## src/rtl/pwm_pkg.sv

```systemverilog
// Shared types and default widths for the PWM configuration scheduler.
package pwm_pkg;

    localparam int DEF_CW  = 8;
    localparam int DEF_PSW = 8;

    typedef enum logic [1:0] {
        ST_IDLE,
        ST_CHECK,
        ST_ERR
    } sched_state_e;

    // The fields are sized by the package defaults. Resize a channel here, not at the instance.
    typedef struct packed {
        logic [DEF_CW-1:0]  period;
        logic [DEF_CW-1:0]  on_time;
        logic [DEF_PSW-1:0] prescale;
        logic               run;
    } ch_cfg_t;

endpackage

```

## src/rtl/pwm_prescaler.sv

```systemverilog
// Per-channel prescaler. It emits a tick every prescale_i+1 clocks while the channel runs.
module pwm_prescaler #(
    parameter int PSW = 8
) (
    input  logic           clk,
    input  logic           rst,
    input  logic           run_i,
    input  logic           clear_i,
    input  logic [PSW-1:0] prescale_i,
    output logic           tick_o
);

    logic [PSW-1:0] cnt_q;
    logic [PSW-1:0] cnt_d;

    assign tick_o = (cnt_q == prescale_i);

    // NOTE: a default comes first so every path assigns cnt_d and no latch is inferred.
    always_comb begin
        cnt_d = cnt_q;
        if (clear_i || !run_i || tick_o) begin
            cnt_d = '0;
        end else begin
            cnt_d = cnt_q + PSW'(1);
        end
    end

    always_ff @(posedge clk or posedge rst) begin
        if (rst) begin
            cnt_q <= '0;
        end else begin
            cnt_q <= cnt_d;
        end
    end

endmodule

```

## src/rtl/pwm_cfg_scheduler.sv

```systemverilog
// Validates per-channel PWM config writes, shadows them, and commits them at period boundaries.
module pwm_cfg_scheduler
    import pwm_pkg::*;
#(
    parameter int  NUM_CH = 4,
    parameter int  CW     = DEF_CW,
    parameter int  PSW    = DEF_PSW,
    localparam int CHW    = $clog2(NUM_CH)
) (
    input  logic                 clk,
    input  logic                 rst,
    input  logic                 cfg_valid,
    output logic                 cfg_ready,
    input  logic [CHW-1:0]       cfg_ch,
    input  logic [CW-1:0]        cfg_period,
    input  logic [CW-1:0]        cfg_on_time,
    input  logic [PSW-1:0]       cfg_prescale,
    input  logic                 cfg_run,
    input  logic [NUM_CH-1:0]    ch_wrap,
    output logic [NUM_CH-1:0]    ch_enable,
    output logic [NUM_CH*CW-1:0] ch_period,
    output logic [NUM_CH*CW-1:0] ch_on_time,
    output logic [NUM_CH-1:0]    pending,
    output logic [NUM_CH-1:0]    commit,
    output logic                 err
);

    sched_state_e      state_q;
    logic              ready_q;
    logic              err_q;
    ch_cfg_t           cap_q;
    logic [CHW-1:0]    cap_ch_q;
    logic [CW:0]       period_p1;
    logic              cap_ok;

    ch_cfg_t           shadow_q [NUM_CH];
    ch_cfg_t           live_q   [NUM_CH];
    logic [NUM_CH-1:0] pending_q;
    logic [NUM_CH-1:0] commit_q;
    logic [NUM_CH-1:0] en_q;
    logic [NUM_CH-1:0] wr_vec;
    logic [NUM_CH-1:0] commit_vec;
    logic [NUM_CH-1:0] tick;

    // The on_time limit is one past the period, so compare with an extra bit.
    assign period_p1 = {1'b0, cap_q.period} + (CW+1)'(1);
    assign cap_ok    = (cap_q.period != '0)
                    && ({1'b0, cap_q.on_time} <= period_p1)
                    && (int'(cap_ch_q) < NUM_CH);

    // NOTE: state is updated with non-blocking assignments so that every reader samples pre-edge values.
    always_ff @(posedge clk or posedge rst) begin
        if (rst) begin
            state_q  <= ST_IDLE;
            ready_q  <= 1'b1;
            err_q    <= 1'b0;
            cap_q    <= '0;
            cap_ch_q <= '0;
        end else begin
            case (state_q)
                ST_IDLE: begin
                    err_q <= 1'b0;
                    if (cfg_valid && ready_q) begin
                        cap_q    <= '{period: cfg_period, on_time: cfg_on_time,
                                      prescale: cfg_prescale, run: cfg_run};
                        cap_ch_q <= cfg_ch;
                        ready_q  <= 1'b0;
                        state_q  <= ST_CHECK;
                    end
                end
                ST_CHECK: begin
                    if (cap_ok) begin
                        ready_q <= 1'b1;
                        state_q <= ST_IDLE;
                    end else begin
                        err_q   <= 1'b1;
                        state_q <= ST_ERR;
                    end
                end
                ST_ERR: begin
                    err_q   <= 1'b0;
                    ready_q <= 1'b1;
                    state_q <= ST_IDLE;
                end
                default: begin
                    err_q   <= 1'b0;
                    ready_q <= 1'b1;
                    state_q <= ST_IDLE;
                end
            endcase
        end
    end

    for (genvar g = 0; g < NUM_CH; g++) begin : g_ch
        assign wr_vec[g]     = (state_q == ST_CHECK) && cap_ok && (cap_ch_q == CHW'(g));
        assign commit_vec[g] = pending_q[g] && (ch_wrap[g] || !live_q[g].run);

        pwm_prescaler #(.PSW(PSW)) u_prescaler (
            .clk        (clk),
            .rst        (rst),
            .run_i      (live_q[g].run),
            .clear_i    (commit_vec[g]),
            .prescale_i (live_q[g].prescale),
            .tick_o     (tick[g])
        );

        assign ch_period[g*CW +: CW]  = live_q[g].period;
        assign ch_on_time[g*CW +: CW] = live_q[g].on_time;
    end

    // NOTE: shadow/live are small register banks rather than RAM, so every entry takes the async reset.
    always_ff @(posedge clk or posedge rst) begin
        if (rst) begin
            for (int i = 0; i < NUM_CH; i++) begin
                shadow_q[i] <= '0;
                live_q[i]   <= '0;
            end
            pending_q <= '0;
            commit_q  <= '0;
            en_q      <= '0;
        end else begin
            for (int i = 0; i < NUM_CH; i++) begin
                // A commit colliding with a write takes the old shadow, and the write keeps pending set.
                if (commit_vec[i]) live_q[i]   <= shadow_q[i];
                if (wr_vec[i])     shadow_q[i] <= cap_q;
                pending_q[i] <= wr_vec[i] || (pending_q[i] && !commit_vec[i]);
                en_q[i]      <= live_q[i].run && tick[i];
            end
            commit_q <= commit_vec;
        end
    end

    assign cfg_ready = ready_q;
    assign err       = err_q;
    assign pending   = pending_q;
    assign commit    = commit_q;
    assign ch_enable = en_q;

endmodule

```

## config.mk

```make
export PLATFORM = sky130hd
export DESIGN_NAME = pwm_cfg_scheduler
export DESIGN_NICKNAME = d
export VERILOG_FILES = /design/src/rtl/pwm_pkg.sv /design/src/rtl/pwm_prescaler.sv /design/src/rtl/pwm_cfg_scheduler.sv
export SDC_FILE = /design/constraint.sdc
export NUM_CORES = 1
export LEC_CHECK = 0
export ABC_AREA = 1
export BUFFER_PORTS_ARGS = -buffer_cell sky130_fd_sc_hd__clkbuf_2
export CAP_MARGIN = 10
export CORE_AREA = 2 2 175 177
export CTS_CLUSTER_SIZE = 8
export DETAILED_ROUTE_END_ITERATION = 8
export DIE_AREA = 0 0 177 179
export GPL_ROUTABILITY_DRIVEN = 0
export PLACE_DENSITY = 0.69
export SYNTH_ARGS = -nofsm -noshare
export SYNTH_HDL_FRONTEND = slang
export SYNTH_SLANG_ARGS = --single-unit
```

## constraint.sdc

```tcl
create_clock -name clk -period 13.7 [get_ports clk]
set_input_delay 0.685 -clock clk [delete_from_list [all_inputs] [get_ports clk]]
set_output_delay 0.685 -clock clk [all_outputs]
set_load 0.01 [all_outputs]
```

# Word-level counts from Yosys, hierarchy flattened
# Cells that the tools add are included.
# op_classes
n_reduce_logical	48
n_lt_le_gt_ge	1
addsub	5
n_mux	12
n_eq_ne	11
# op_table
op	n
$add 8x1->8 const B	4
$eq 8x8->1	4
$mux 8	4
$logic_and 1x1->1	19
$logic_or 1x1->1	16
$add 8x1->9 const B	1
$le 8x9->1	1
$logic_not 1->1	8
$reduce_bool 8->1	1
$ne 2x2->1 const B	3
$eq 2x1->1 const B	2
$eq 2x2->1 const B	2
$logic_not 2->1	2
$mux 1	4
$mux 2	2
$pmux 2 s2	1
$reduce_and 2->1	2
$pmux 1 s2	1
# word_totals
register_bits	275
in_bits	34

# Logic depth before layout (Yosys ltp)
# depth
word_depth	6
depth_mapped	20
mapped_depth_nobuf	19

# Hierarchy
# Synthesis repeated with hierarchy kept, for this count alone.
# hier_totals
hier_cells	1463
area_unflattened_um2	12533.3
# modules_own_cells
module	area_each_um2	cells_each	n_inst	seq_area_each_um2
pwm_cfg_scheduler	10441.3	1167	1	6082.1
pwm_prescaler	523.0	74	4	200.2

# Least setup slack after synthesis
# Ideal clock, no wire load.
# synth_path
path_kind	register -> register
from	register cap_q[17] (netlist name)
to	register shadow_q[10] (netlist name)
setup_slack_ns	11.104
t_required_ns	13.582
path_stages_with_launch	16
arrival_ns	2.477
path_cell_list	dfrtp_1 > inv_1 > nor3_1 > nand2_1 > nor2_1 > xor2_1 > inv_1 > ha_1 > inv_1 > nor2_1 > nand4_1 > nand2_2 > nand4_4 > buf_6 > nand2_1 > nand2_1
# synth_between
elab_chain_cells	5
# synth_lines
item	line	rtl
start, declared	pwm_cfg_scheduler.sv:31	ch_cfg_t cap_q;
start signal, assigned	pwm_cfg_scheduler.sv:64	cap_q <= '{period: cfg_period, on_time: cfg_on_time,
$add 8x1->9	pwm_cfg_scheduler.sv:46	assign period_p1 = {1'b0, cap_q.period} + (CW+1)'(1);
$le 8x9->1	pwm_cfg_scheduler.sv:48	&& ({1'b0, cap_q.on_time} <= period_p1)
$logic_and 1x1->1 *	pwm_cfg_scheduler.sv:48	
$logic_and 1x1->1 * (2 in series)	pwm_cfg_scheduler.sv:95	assign wr_vec[g] = (state_q == ST_CHECK) && cap_ok && (cap_ch_q == CHW'(g));
end signal, assigned by index	pwm_cfg_scheduler.sv:125	if (wr_vec[i]) shadow_q[i] <= cap_q;
end, declared	pwm_cfg_scheduler.sv:36	ch_cfg_t shadow_q [NUM_CH];
# Every way passes the cells marked *; elsewhere a longest branch is shown, timed or not.
# A chain may end at the register's enable or synchronous reset.

# Worst setup path after layout
# layout_path
from	register cap_q[17] (netlist name)
to	register shadow_q[74] (netlist name)
# The elaborated chain is that of the path after synthesis.

==> flow_metrics.py <==
metrics = {
    "run_status": {
        "status": "finished, final reports clean",
    },
    "power": {
        "power_mw": 3.21,
        "cellPowerDensity_mw_per_mm2": 237,
        "total_leakage_power_nw": 7.28,
        "ir_worst_vdd_mv": 0.136,
    },
    "timing": {
        "slew_viol_final": 0,
        "timing.hold.ws_ns": 0.318,
        "relSlewSlack_pct": 25.5,
        "hold_viol": 0,
        "rsz0062_at_grt": "false",
        "max_clock_freq_ghz": 0.255,
        "period_minus_slack_ns": 3.93,
        "fin_tns_setup_ns": 0,
        "finalCritPeriodShare_pct": 28.7,
        "worst_pin_slew_ns": 1.12,
        "setup-violations-final": 0,
        "fin_worst_skew_ns": 0.0209,
    },
    "detailed_routing": {
        "avgViaCountPerCell": 5.07,
        "drtPass1Iterations": 6,
        "num_vias": 9107,
        "wl_um": 28600,
        "drt_iter0_markers": 744,
        "drc": 0,
        "antenna_left": 0,
        "wl_per_cell_um": 15.9,
    },
    "worst_setup_path": {
        "path_delay_family": "simple AND/OR/NAND/NOR gates",
        "cp_slowest_cell": "a21oi_4",
        "crit_top_cell": "nand2_1",
        "path_buf_inv": 2,
        "critPathMaxFanout": 64,
        "setup.worst_path.end_class": "flop",
        "crit_required_ns": 14.15,
        "crit_chain": "inv_1 > nor3_1 > nand2_1 > nor3_1 > xor2_1 > ha_1 > nand2_1 > nor2_1 > nand4_1 > a21oi_4 > buf_4 > nand4_1 > nand2_1",
        "path_class": "reg -> reg",
        "max_stage_delay_ns": 0.73,
        "arrival_ns": 4.38,
        "setup.worst_path.start_class": "flop",
    },
    "clocking": {
        "ctsResizeCount": 0,
        "clock_path_buffers": 3,
        "cts.sinks": 275,
        "clk_latency_ns": 0.52,
        "cts-root-buf": "clkbuf_16",
        "cts_tree": "built",
        "cts.htree.levels": 2,
        "clk_pin_slew_ns": 0.05,
        "post_cts_buffers": 0,
        "cts_made_buffers": 40,
        "ctsHoldBuffers": 0,
    },
    "synthesis": {
        "syn_inst": 1287,
        "seq_area_frac_synth_pct": 58.8,
        "synth.area.top_cells": "dfrtp_1 (59%), nand2_1 (19%), nand4_1 (5.9%)",
        "yosysMostFrequentCell": "nand2_1",
        "synth_top_flop_cell": "dfrtp_1",
        "yosysWarnings": 0,
        "synthArstFlopShare_pct": 100,
        "synth_seq_cells": 275,
        "synth-edff-count": 0,
        "avgSynthCellArea_um2": 9.10,
        "syn-cell-area_mm2": 0.0117,
        "synth_common_cells": "nand2_1 (605), dfrtp_1 (274), nand4_1 (111)",
        "synth_largest_area_cell": "dfrtp_1",
        "synth_nets": 1335,
        "yosysTopAreaCellShare_pct": 58.5,
        "synthDistinctLibCells": 30,
    },
    "die": {
        "core.rowCount": 64,
        "initial_utilization_pct": 39.0,
        "fp.dieArea_mm2": 0.0317,
        "fp.dieH_um": 179,
        "io_pins": 112,
        "die_x_um": 177,
        "core-area_mm2": 0.0300,
    },
    "global_route": {
        "overflow": 0,
        "grt_pass1_wl_um": 46800,
        "met1_usage_pct": 25.0,
        "use_met2_pct": 29.5,
        "first_global_vias": 9123,
        "grt-busiest-layer": "met2",
        "grt_max_degree": 120,
        "grt_antenna_before_repair": 0,
        "gr-usage-met3_pct": 4.54,
        "grt_usage_pct": 18.5,
    },
    "final_layout": {
        "fin_area_mm2": 0.0136,
        "drive_above_1_share_pct": 13.5,
        "diodes": 0,
        "area_growth_syn_to_layout_pct": 15.7,
        "final-seq-area_mm2": 0.00688,
        "n_fill_cell": 2934,
        "final_core_util_pct": 45.1,
        "nNetsFinal": 1437,
        "multiInputGateArea_mm2": 0.00423,
    },
    "place": {
        "dpl_cell_area_mm2": 0.0125,
        "place_hpwl_um": 18500,
        "numPortBuffers": 111,
    },
    "flow_run": {
        "drv_cap": 0,
    },
    "min_path": {
        "min_path_type": "in -> async",
    },
}
==> through the flow <==
stage | setup WS (ns) | std cells
floorplan | 5.44 | 1287
global placement | 9.93 | 1743
detailed placement | 9.82 | 1743
CTS | 9.80 | 1797
global route | 9.30 | 1797
finish | 9.77 | 1797
==> cell families after synthesis <==
logic type | synth area share [%]
DFF | 58.8
buffers and inverters | 5.17
AOI/OAI and AO/OA | 1.25
and+or+nand+nor | 30.2
xor gates and xnor gates | 3.14
adders and majority gates | 1.50
==> sequential cells by signal, indices dropped and copies added, names as in the netlist <==
name and flops:
live_q 36, shadow_q 100, cap_ch_q 2, commit 4
err 1, g_ch.u_prescaler.cnt_q 32, ch_on_time 32, cfg_ready 1
cap_q 25, pending 4, ch_period 32, ch_enable 4
state_q 2
==> metal layers <==
metal,share of wire [%],up-vias
li1,-,4336
met5,0,-
met1,44,4449
met2,47,270
met4,2.2,0
met3,6.3,52
==> path summary, 6_finish.rpt <==
kind	from	endpoint	slack [ns]	cells after the start
hold reg to reg	shadow_q[51]$_DFFE_PP0P_	live_q[51]$_DFFE_PP0P_	0.46	2
hold / removal	rst	ch_on_time[6]$_DFFE_PP0P_	0.32	2
setup / recovery	cap_q[17]$_DFFE_PP0P_	shadow_q[74]$_DFFE_PP0P_	9.77	13
min in group clk	cfg_on_time[5]	cap_q[14]$_DFFE_PP0P_	0.37	3
setup reg to reg	cap_q[17]$_DFFE_PP0P_	shadow_q[74]$_DFFE_PP0P_	9.77	13
max in group asynchronous	rst	shadow_q[15]$_DFFE_PP0P_	10.96	4
==> placed cells by master, fill, tap and decap left out <==
cell       instances
nand4_1          111
nand2_4            1
and3_1             6
a21oi_4            1
clkbuf_2         111
a21oi_1            9
dfrtp_1          274
o21ai_0           17
nand3_1           16
nand2_2            1
inv_8              1
nor3_1            14
inv_2              2
clkbuf_1          10
ha_1              14
clkinv_1           5
clkbuf_8           1
nor2_1            32
nand3_2            2
dfstp_2            1
nor3b_1            9
nand2_1          605
clkbuf_16         41
or2_2              4
xnor2_1           33
nor2_2             5
inv_1             48
inv_6              2
nand4_4            4
buf_4             10
nor2_4             2
xor2_1             9
==> area by class of cell <==
cell class,instances,share of cell area [%]
repair buffers,121,4.65
clock buffers,52,7.95
flip-flops and latches,275,50.8
multi-input cells,895,31.2
inverters,56,1.61
clock inverters,2,0.129
well taps,396,3.66
==> worst reg2reg max path, delay by kind of cell (launching register included) <==
family | cells | cell delay, ns
and+or+nand+nor | 8 | 1.48
buffers and inverters | 2 | 0.80
xor gates and xnor gates | 1 | 0.10
DFF | 1 | 0.46
AOI/OAI and AO/OA | 1 | 0.73
adders and majority gates | 1 | 0.30
==> power breakdown <==
group	total [mW]	switching, mW	leakage [nW]	internal [mW]
sequential	1.37	0.256	3.67	1.12
clock	0.877	0.336	0.533	0.541
combinational	0.959	0.627	3.08	0.332
Note: power is estimated with default switching activity, not from simulation.
